[src/rtl/seg7_scan_driver.sv]
// rtl/seg7_scan_driver.sv - four-digit multiplexed seven-segment scan driver
module seg7_scan_driver #(
   parameter int DIGIT_PERIOD = 100000,
   parameter int GUARD        = 1000
) (
   input  logic        clk,
   input  logic        reset,
   input  logic [15:0] digits_in,
   input  logic [3:0]  dp_in,
   input  logic        blank_lz,
   output logic [6:0]  seg_n,
   output logic        dp_n,
   output logic [3:0]  an_n,
   output logic        frame_start
);

   localparam int            TW        = (DIGIT_PERIOD > 1) ? $clog2(DIGIT_PERIOD) : 1;
   localparam logic [TW-1:0] TICK_LAST = TW'(DIGIT_PERIOD - 1);
   localparam logic [TW-1:0] GUARD_T   = TW'(GUARD);

   logic [TW-1:0] tick_q, tick_d;
   logic [1:0]    idx_q, idx_d;
   logic [15:0]   shadow_q, shadow_d;
   logic [3:0]    dp_shadow_q, dp_shadow_d;
   logic [6:0]    seg_n_q, seg_n_d;
   logic          dp_n_q, dp_n_d;
   logic [3:0]    an_n_q, an_n_d;
   logic          frame_start_q, frame_start_d;

   logic          capture;
   logic [3:0]    nibble;
   logic [3:0]    lz_blank;

   // Active-low hex glyph, bit order {g,f,e,d,c,b,a}
   function automatic logic [6:0] hex_glyph(input logic [3:0] v);
      logic [6:0] g;
      case (v)
         4'h0: g = 7'b1000000;
         4'h1: g = 7'b1111001;
         4'h2: g = 7'b0100100;
         4'h3: g = 7'b0110000;
         4'h4: g = 7'b0011001;
         4'h5: g = 7'b0010010;
         4'h6: g = 7'b0000010;
         4'h7: g = 7'b1111000;
         4'h8: g = 7'b0000000;
         4'h9: g = 7'b0010000;
         4'hA: g = 7'b0001000;
         4'hB: g = 7'b0000011;
         4'hC: g = 7'b1000110;
         4'hD: g = 7'b0100001;
         4'hE: g = 7'b0000110;
         default: g = 7'b0001110;
      endcase
      return g;
   endfunction

   // Slot/digit counters, frame capture and next output values
   always_comb begin
      tick_d        = tick_q + TW'(1);
      idx_d         = idx_q;
      shadow_d      = shadow_q;
      dp_shadow_d   = dp_shadow_q;
      an_n_d        = 4'b1111;
      seg_n_d       = 7'b1111111;
      dp_n_d        = 1'b1;

      if (tick_q == TICK_LAST) begin
         tick_d = '0;
         idx_d  = idx_q + 2'd1;
      end

      // A new frame latches the display data so mid-frame input changes wait
      capture = (idx_q == 2'd0) && (tick_q == '0);
      if (capture) begin
         shadow_d    = digits_in;
         dp_shadow_d = dp_in;
      end
      frame_start_d = capture;

      // A digit is a leading zero when it and every digit to its left are zero
      lz_blank[3] = (shadow_q[15:12] == 4'h0);
      lz_blank[2] = lz_blank[3] && (shadow_q[11:8] == 4'h0);
      lz_blank[1] = lz_blank[2] && (shadow_q[7:4] == 4'h0);
      lz_blank[0] = 1'b0;

      nibble = shadow_q[{idx_q, 2'b00} +: 4];

      if (tick_q >= GUARD_T) begin
         an_n_d  = ~(4'b0001 << idx_q);
         seg_n_d = (blank_lz && lz_blank[idx_q]) ? 7'b1111111 : hex_glyph(nibble);
         dp_n_d  = ~dp_shadow_q[idx_q];
      end
   end

   // State and output registers with synchronous reset
   always_ff @(posedge clk) begin
      if (reset) begin
         tick_q        <= '0;
         idx_q         <= 2'd0;
         shadow_q      <= 16'h0000;
         dp_shadow_q   <= 4'b0000;
         an_n_q        <= 4'b1111;
         seg_n_q       <= 7'b1111111;
         dp_n_q        <= 1'b1;
         frame_start_q <= 1'b0;
      end else begin
         tick_q        <= tick_d;
         idx_q         <= idx_d;
         shadow_q      <= shadow_d;
         dp_shadow_q   <= dp_shadow_d;
         an_n_q        <= an_n_d;
         seg_n_q       <= seg_n_d;
         dp_n_q        <= dp_n_d;
         frame_start_q <= frame_start_d;
      end
   end

   assign seg_n       = seg_n_q;
   assign dp_n        = dp_n_q;
   assign an_n        = an_n_q;
   assign frame_start = frame_start_q;

endmodule

[config.mk]
export PLATFORM = sky130hd
export DESIGN_NAME = seg7_scan_driver
export DESIGN_NICKNAME = d
export VERILOG_FILES = /design/src/rtl/seg7_scan_driver.sv
export SDC_FILE = /design/constraint.sdc
export NUM_CORES = 1
export LEC_CHECK = 0
export BUFFER_PORTS_ARGS = -buffer_cell sky130_fd_sc_hd__clkbuf_2
export CAP_MARGIN = 20
export CORE_AREA = 3 3 65 82
export DETAILED_ROUTE_END_ITERATION = 10
export DIE_AREA = 0 0 68 85
export HOLD_SLACK_MARGIN = 0.02
export PLACE_DENSITY = 0.75
export SLEW_MARGIN = 20
export SYNTH_ARGS = -nofsm -noshare
export SYNTH_HDL_FRONTEND = slang
export SYNTH_SLANG_ARGS = --single-unit
[constraint.sdc]
create_clock -name clk -period 2.4 [get_ports clk]
set_input_delay 0.12 -clock clk [delete_from_list [all_inputs] [get_ports clk]]
set_output_delay 0.12 -clock clk [all_outputs]
set_load 0.02 [all_outputs]
======== Word-level counts from Yosys, hierarchy flattened ========
Memories as Yosys holds them, arrays and structs flattened. A register that Yosys moved wholly into a read port is not among the register bits.
Index checks and enable logic that the tools add are counted.
storage, ports and cells
  register bits after elaboration ......... 45
  bits in read-only memories .............. 112
  bits of input ports ..................... 23
  output and inout bits ................... 13
  logic and storage cells ................. 34
  memories ................................ 1
operators by class
  add/sub/neg operators ................... 2
  order comparisons ....................... 2
  equality and inequality tests ........... 1
  shift-type cells ........................ 2
  mux-type cells .......................... 4
  bitwise logic cells ..................... 3
  reduce and logical (&&, ||, !) cells .... 12
memory list
  name              words  width  rd ports  clocked after Yosys merged registers in  write ports  RTL line  RTL
  (name not given)  16     7      1         1                                        0            37        case (v)
operators by type and width
  cell                   number
  $add 17x1->17 const B  1
  $eq 17x17->1 const B   1
  $ge 17x10->1 const B   1
  $logic_not 17->1       1
  $shiftx 16x5->4        1
  $logic_not 4->1        3
  $bmux 1 s2             2
  $logic_and 1x1->1      4
  $not 4->4              1
  $reduce_or 2->1        2
  $shl 1x2->4 const A    1
  $lt 2x3->1 const B     1
  $reduce_or 3->1        1
  $add 2x1->2 const B    1
  $logic_not 2->1        1
  $mux 1                 2
  $not 1->1              2

======== Logic depth before layout (Yosys ltp) ========
  depth after elaboration ................. 7
  gate-level depth with buffers ........... 8
  gate-level depth less buffers ........... 7

======== Worst setup path after synthesis ========
Ideal clock, no wire load.
  path type ............................... flip-flop to flip-flop
  from .................................... reg idx_q[0]
  to ...................................... reg seg_n_q[3] (netlist: seg_n[3])
  library setup time ...................... 140 ps
  arrival time ............................ 1798 ps
  data required time ...................... 2260 ps
  slack ................................... 462 ps
  stages on the path, launching flop included .. 7
  path buffers ............................ 1
  period minus slack after synthesis ...... 1938 ps
  cells stage by stage .................... dfxtp_1 -> buf_2 -> mux4_2 -> ha_1 -> mux2_2 -> mux2i_1 -> nand3_1
on the way
  cells in the longest elaborated chain, start to end .. 4
  elaborated cells on any way between the ends .. 5
  classes of those cells .................. 1 x shift; 2 x mux; 2 x reduce/logical
RTL lines
  what                              RTL line  RTL
  start, declared                   22        logic [1:0] idx_q, idx_d;
  start signal, assigned            109       idx_q <= idx_d;
  $bmux 1 s2                        91        seg_n_d = (blank_lz && lz_blank[idx_q]) ? 7'b1111111 : hex_glyph(nibble);
  $mux 1 (implied by the code)      91
  $logic_and 1x1->1                 91
  $reduce_or 3->1 (no source line)  n/a
  end, declared                     25        logic [6:0] seg_n_q, seg_n_d;
Parallel ways exist; a longest one is shown, timed or not. The select of a mux whose other input is x is not followed.
A chain may end at the register's enable or synchronous reset.

======== Worst setup path in the final report ========
Ends and elaborated chain as after synthesis.

==> summary.md <==
| Metric | Value |
|---|---|
| Synth Register Bits | 52 |
| Static Leakage | 1.087 nW |
| Clock tree root driver cell | clkbuf_8 |
| Effective utilization at floorplan | 53.70% |
| Cells after synthesis | 278 |
| Maximum level of the CTS H-tree | 2 |
| Sw frac | 24.06% |
| Max-Slew Margin vs Limit | 38.21% |
| Clock Latency Late Sink | 0.30 ns |
| Final period util | 84.14% |
| Mapped cell area | 0.002521 mm² |
| Area Growth Syn to Fin | 12.06% |
| Hold_sp | digits_in[12] |
| Vias per inst | 5.635 |
| Clock sinks | 52 |
| Fin worst setup slack | 0.3807 ns |
| CTS tree | yes |
| Post-synth EDFFs | 0 |
| Worst-path clk slew | 0.09 ns |
| Post-route ant nets | 0 |
| Global-route wire length before repair | 9.149 mm |
| Req. time, crit path | 2.54 ns |
| Number of antenna violations at the first check in global routing | 0 |
| Buffers added on ports | 35 |
| VDD IR max | 0.0003221 V |
| Crit-path cells | mux4_2 -> ha_1 -> mux2_2 -> mux2i_1 -> nand3_1 |
| Vias | 2,068 |
| Unrepaired setup endpoints after global routing | false |
| Worst setup EP type | register |
| Worst Skew | 0.01049 ns |
| Avg Synthesized Cell Area | 9.069 µm² |
| WP buf/inv | 0 |
| Antenna diode count | 0 |
| Hold Path Depth | 3 |
| Worst reg2reg path depth | 5 |
| Sequential share of the synthesized area | 41.29% |
| Layout cell share with drive strength beyond 1 | 20.20% |
| Reg-to-Reg End | seg_n[3]$_SDFF_PP1_ |
| WHS | 0.04216 ns |
| Switch Pwr | 0.0004164 W |
| Largest net degree at the start of global routing | 27 |
| PD cells | 612.7 mW/mm² |
| Drt initial violations | 138 |
| Power consumption | 0.001731 W |
| Vias in the first global route | 2,071 |
| Final setup fails | 0 |
| CTS buffer count | 5 |
| CORE AREA | 0.004695 mm² |
| WL final | 5.174 mm |
| Dpl hpwl | 3.847 mm |
| Reg2reg setup slack | 0.38 ns |
| Final Wtd Congestion | 0.7871 |
| Yosys Warn Count | 0 |
| Status | complete, no violations |
| Pint | 0.001315 W |
| I/O pin cnt | 36 |
| Number of buffers added for setup after CTS | 0 |
| Total Neg Setup Slack | 0 ns |
| Ys async rst share | 0% |
| Worst Hold Class | input port to register |
| Gr usage total | 19.97% |
| Minimum clock period | 2.019 ns |
| Crit path DAT | 2.16 ns |
| Final net count | 341 |
| Final Hold Fails | 0 |
| Max cap viols | 0 |
| Router iterations before antenna repair | 4 |
| CP startpoint kind | register |
| Post-Place Setup Slack | 0.4053 ns |
| Overflow after GRT | 0 |
| RR Startpoint | idx_q[0]$_SDFFE_PP0N_ |
| Slowest CP cell | mux4_2 |
| CP top delay family | multiplexers |
| Biggest cell delay along the critical path | 0.62 ns |
| Slew @ Worst Pin | 0.9268 ns |
| DP Area | 0.002718 mm² |
| Die Ht | 85 µm |
| WS Path Type | register to register |
| Clk pwr share | 33.4% |
| Row count | 28 |
| Synthesized Nets | 313 |
| Logic pwr share | 13.1% |
| Power share of the sequential group | 53.4% |
| Dominant synthesized flop cell | dfxtp_1 |
| Routed wire per std cell | 14.10 µm |
| Die width | 68 µm |
| FMAX | 0.4952 GHz |
| Final Max Tran Viols | 0 |
| Die area | 0.005780 mm² |
| Post_cts resized | 0 |
| Hold Path Sink | shadow_q[12]$_SDFFE_PP0P_ |
| Worst Path Max Fanout | 6 |
| Final instance area | 0.002825 mm² |
| Hold buffer count at cts | 0 |
| CTS Buffer Depth | 2 |
| Distinct cells, synth | 39 |
| Drt drc | 0 |
[Yosys cell counts, types with 2 or more instances]
cell type | instances | area, µm²
or4_1 | 4 | 30.03
o21ai_0 | 4 | 20.02
nor2b_1 | 2 | 12.51
buf_6 | 3 | 33.78
o31ai_1 | 2 | 15.01
a2bb2oi_1 | 3 | 26.28
o21ai_1 | 19 | 95.09
xor2_1 | 10 | 87.58
mux2i_1 | 3 | 30.03
mux2_2 | 4 | 45.04
nor2_1 | 17 | 63.81
nor4_2 | 2 | 25.02
nand2_1 | 10 | 37.54
or3_1 | 2 | 12.51
or4_4 | 2 | 22.52
nor4_1 | 2 | 12.51
and4_1 | 4 | 35.03
and3_1 | 3 | 18.77
mux4_2 | 5 | 112.6
nand4_1 | 9 | 56.30
nand3_1 | 34 | 170.2
xnor2_1 | 2 | 17.52
buf_2 | 5 | 25.02
dfxtp_1 | 52 | 1041
a21oi_1 | 27 | 135.1
ha_1 | 12 | 150.1
inv_1 | 13 | 48.80
a22oi_1 | 2 | 15.01
clkbuf_1 | 10 | 37.54
nor3_1 | 2 | 10.01
[worst max path at each step]
stage | end | cells past startpoint | start
6_report | seg_n[3]$_SDFF_PP1_ | 5 | idx_q[0]$_SDFFE_PP0N_
5_1_grt | seg_n[3]$_SDFF_PP1_ | 5 | idx_q[0]$_SDFFE_PP0N_
4_1_cts | seg_n[5]$_SDFF_PP1_ | 6 | idx_q[0]$_SDFFE_PP0N_
3_5_place_dp | seg_n[5]$_SDFF_PP1_ | 6 | idx_q[0]$_SDFFE_PP0N_
3_3_place_gp | seg_n[3]$_SDFF_PP1_ | 5 | idx_q[0]$_SDFFE_PP0N_
2_1_floorplan | seg_n[3]$_SDFF_PP1_ | 6 | idx_q[0]$_SDFFE_PP0N_
[per-layer routing]
| metal | GRT usage, % | part of all wire [%] |
|---|---|---|
| met5 | 0 | 0 |
| met4 | 5.425 | 1.3 |
| met3 | 3.709 | 3.5 |
| met2 | 33.86 | 53 |
| met1 | 25.51 | 42 |
[sequential cells by signal, summed over array words and instances, names as in the netlist]
register	flops
an_n	4
dp_shadow_q	4
tick_q	17
seg_n	7
idx_q	2
frame_start	1
dp_n	1
shadow_q	16
[worst reg2reg max path, cell delays in order, from the launching register on]
cell	delay (ns)
dfxtp_1	0.49
mux4_2	0.62
ha_1	0.26
mux2_2	0.27
mux2i_1	0.13
nand3_1	0.08
[layout by cell type (no fill, tap or decap), drive strengths merged, types with 2 or more instances in the layout]
cell / Yosys / routed
or4: 6 / 6
nand2: 10 / 10
nand4: 9 / 9
nor3: 2 / 2
dfxtp: 52 / 52
or3: 3 / 3
nor4: 4 / 4
o21ai: 23 / 23
nor2b: 2 / 2
buf: 9 / 5
and4: 4 / 4
mux4: 5 / 5
o31ai: 2 / 2
a22oi: 2 / 2
mux2: 4 / 4
mux2i: 3 / 3
nand3: 34 / 34
a2bb2oi: 3 / 3
xor2: 10 / 10
clkbuf: 10 / 41
inv: 13 / 13
xnor2: 2 / 2
nor2: 17 / 17
a21oi: 27 / 27
and3: 3 / 3
ha: 12 / 12
[power by group through the flow]
stage	Clock, W	Sequential, W	Combinational [W]
2_1_floorplan	0	0.000937	0.000170
3_3_place_gp	0	0.000943	0.000224
3_5_place_dp	0	0.000945	0.000228
4_1_cts	0.000597	0.000925	0.000229
5_1_grt	0.000627	0.000929	0.000261
6_report	0.000579	0.000925	0.000228
[logic make-up after synthesis]
group	synth area share (%)
muxes	7.444
DFF	41.29
and+or+nand+nor	21.69
xor gates and xnor gates	4.169
buffers and inverters	5.906
AOI/OAI and AO/OA	13.55
adders and majority gates	5.955
[through the flow]
step                      utilization, %  std cells
after floorplan                        -        278
after global placement             57.89        359
after detailed placement           57.89        359
after CTS                          60.18        367
after global routing               60.18        367
final                              60.18        367
[area by class of cell]
type | instances | area, µm²
well taps | 60 | 75.07
fillers | 444 | 1869
inverters | 13 | 48.80
flip-flops and latches | 52 | 1041
clock inverters | 2 | 35.03
clock buffers | 6 | 72.57
multi-input cells | 194 | 1340
repair buffers | 40 | 212.7
Note: power is estimated with default switching activity, not from simulation.
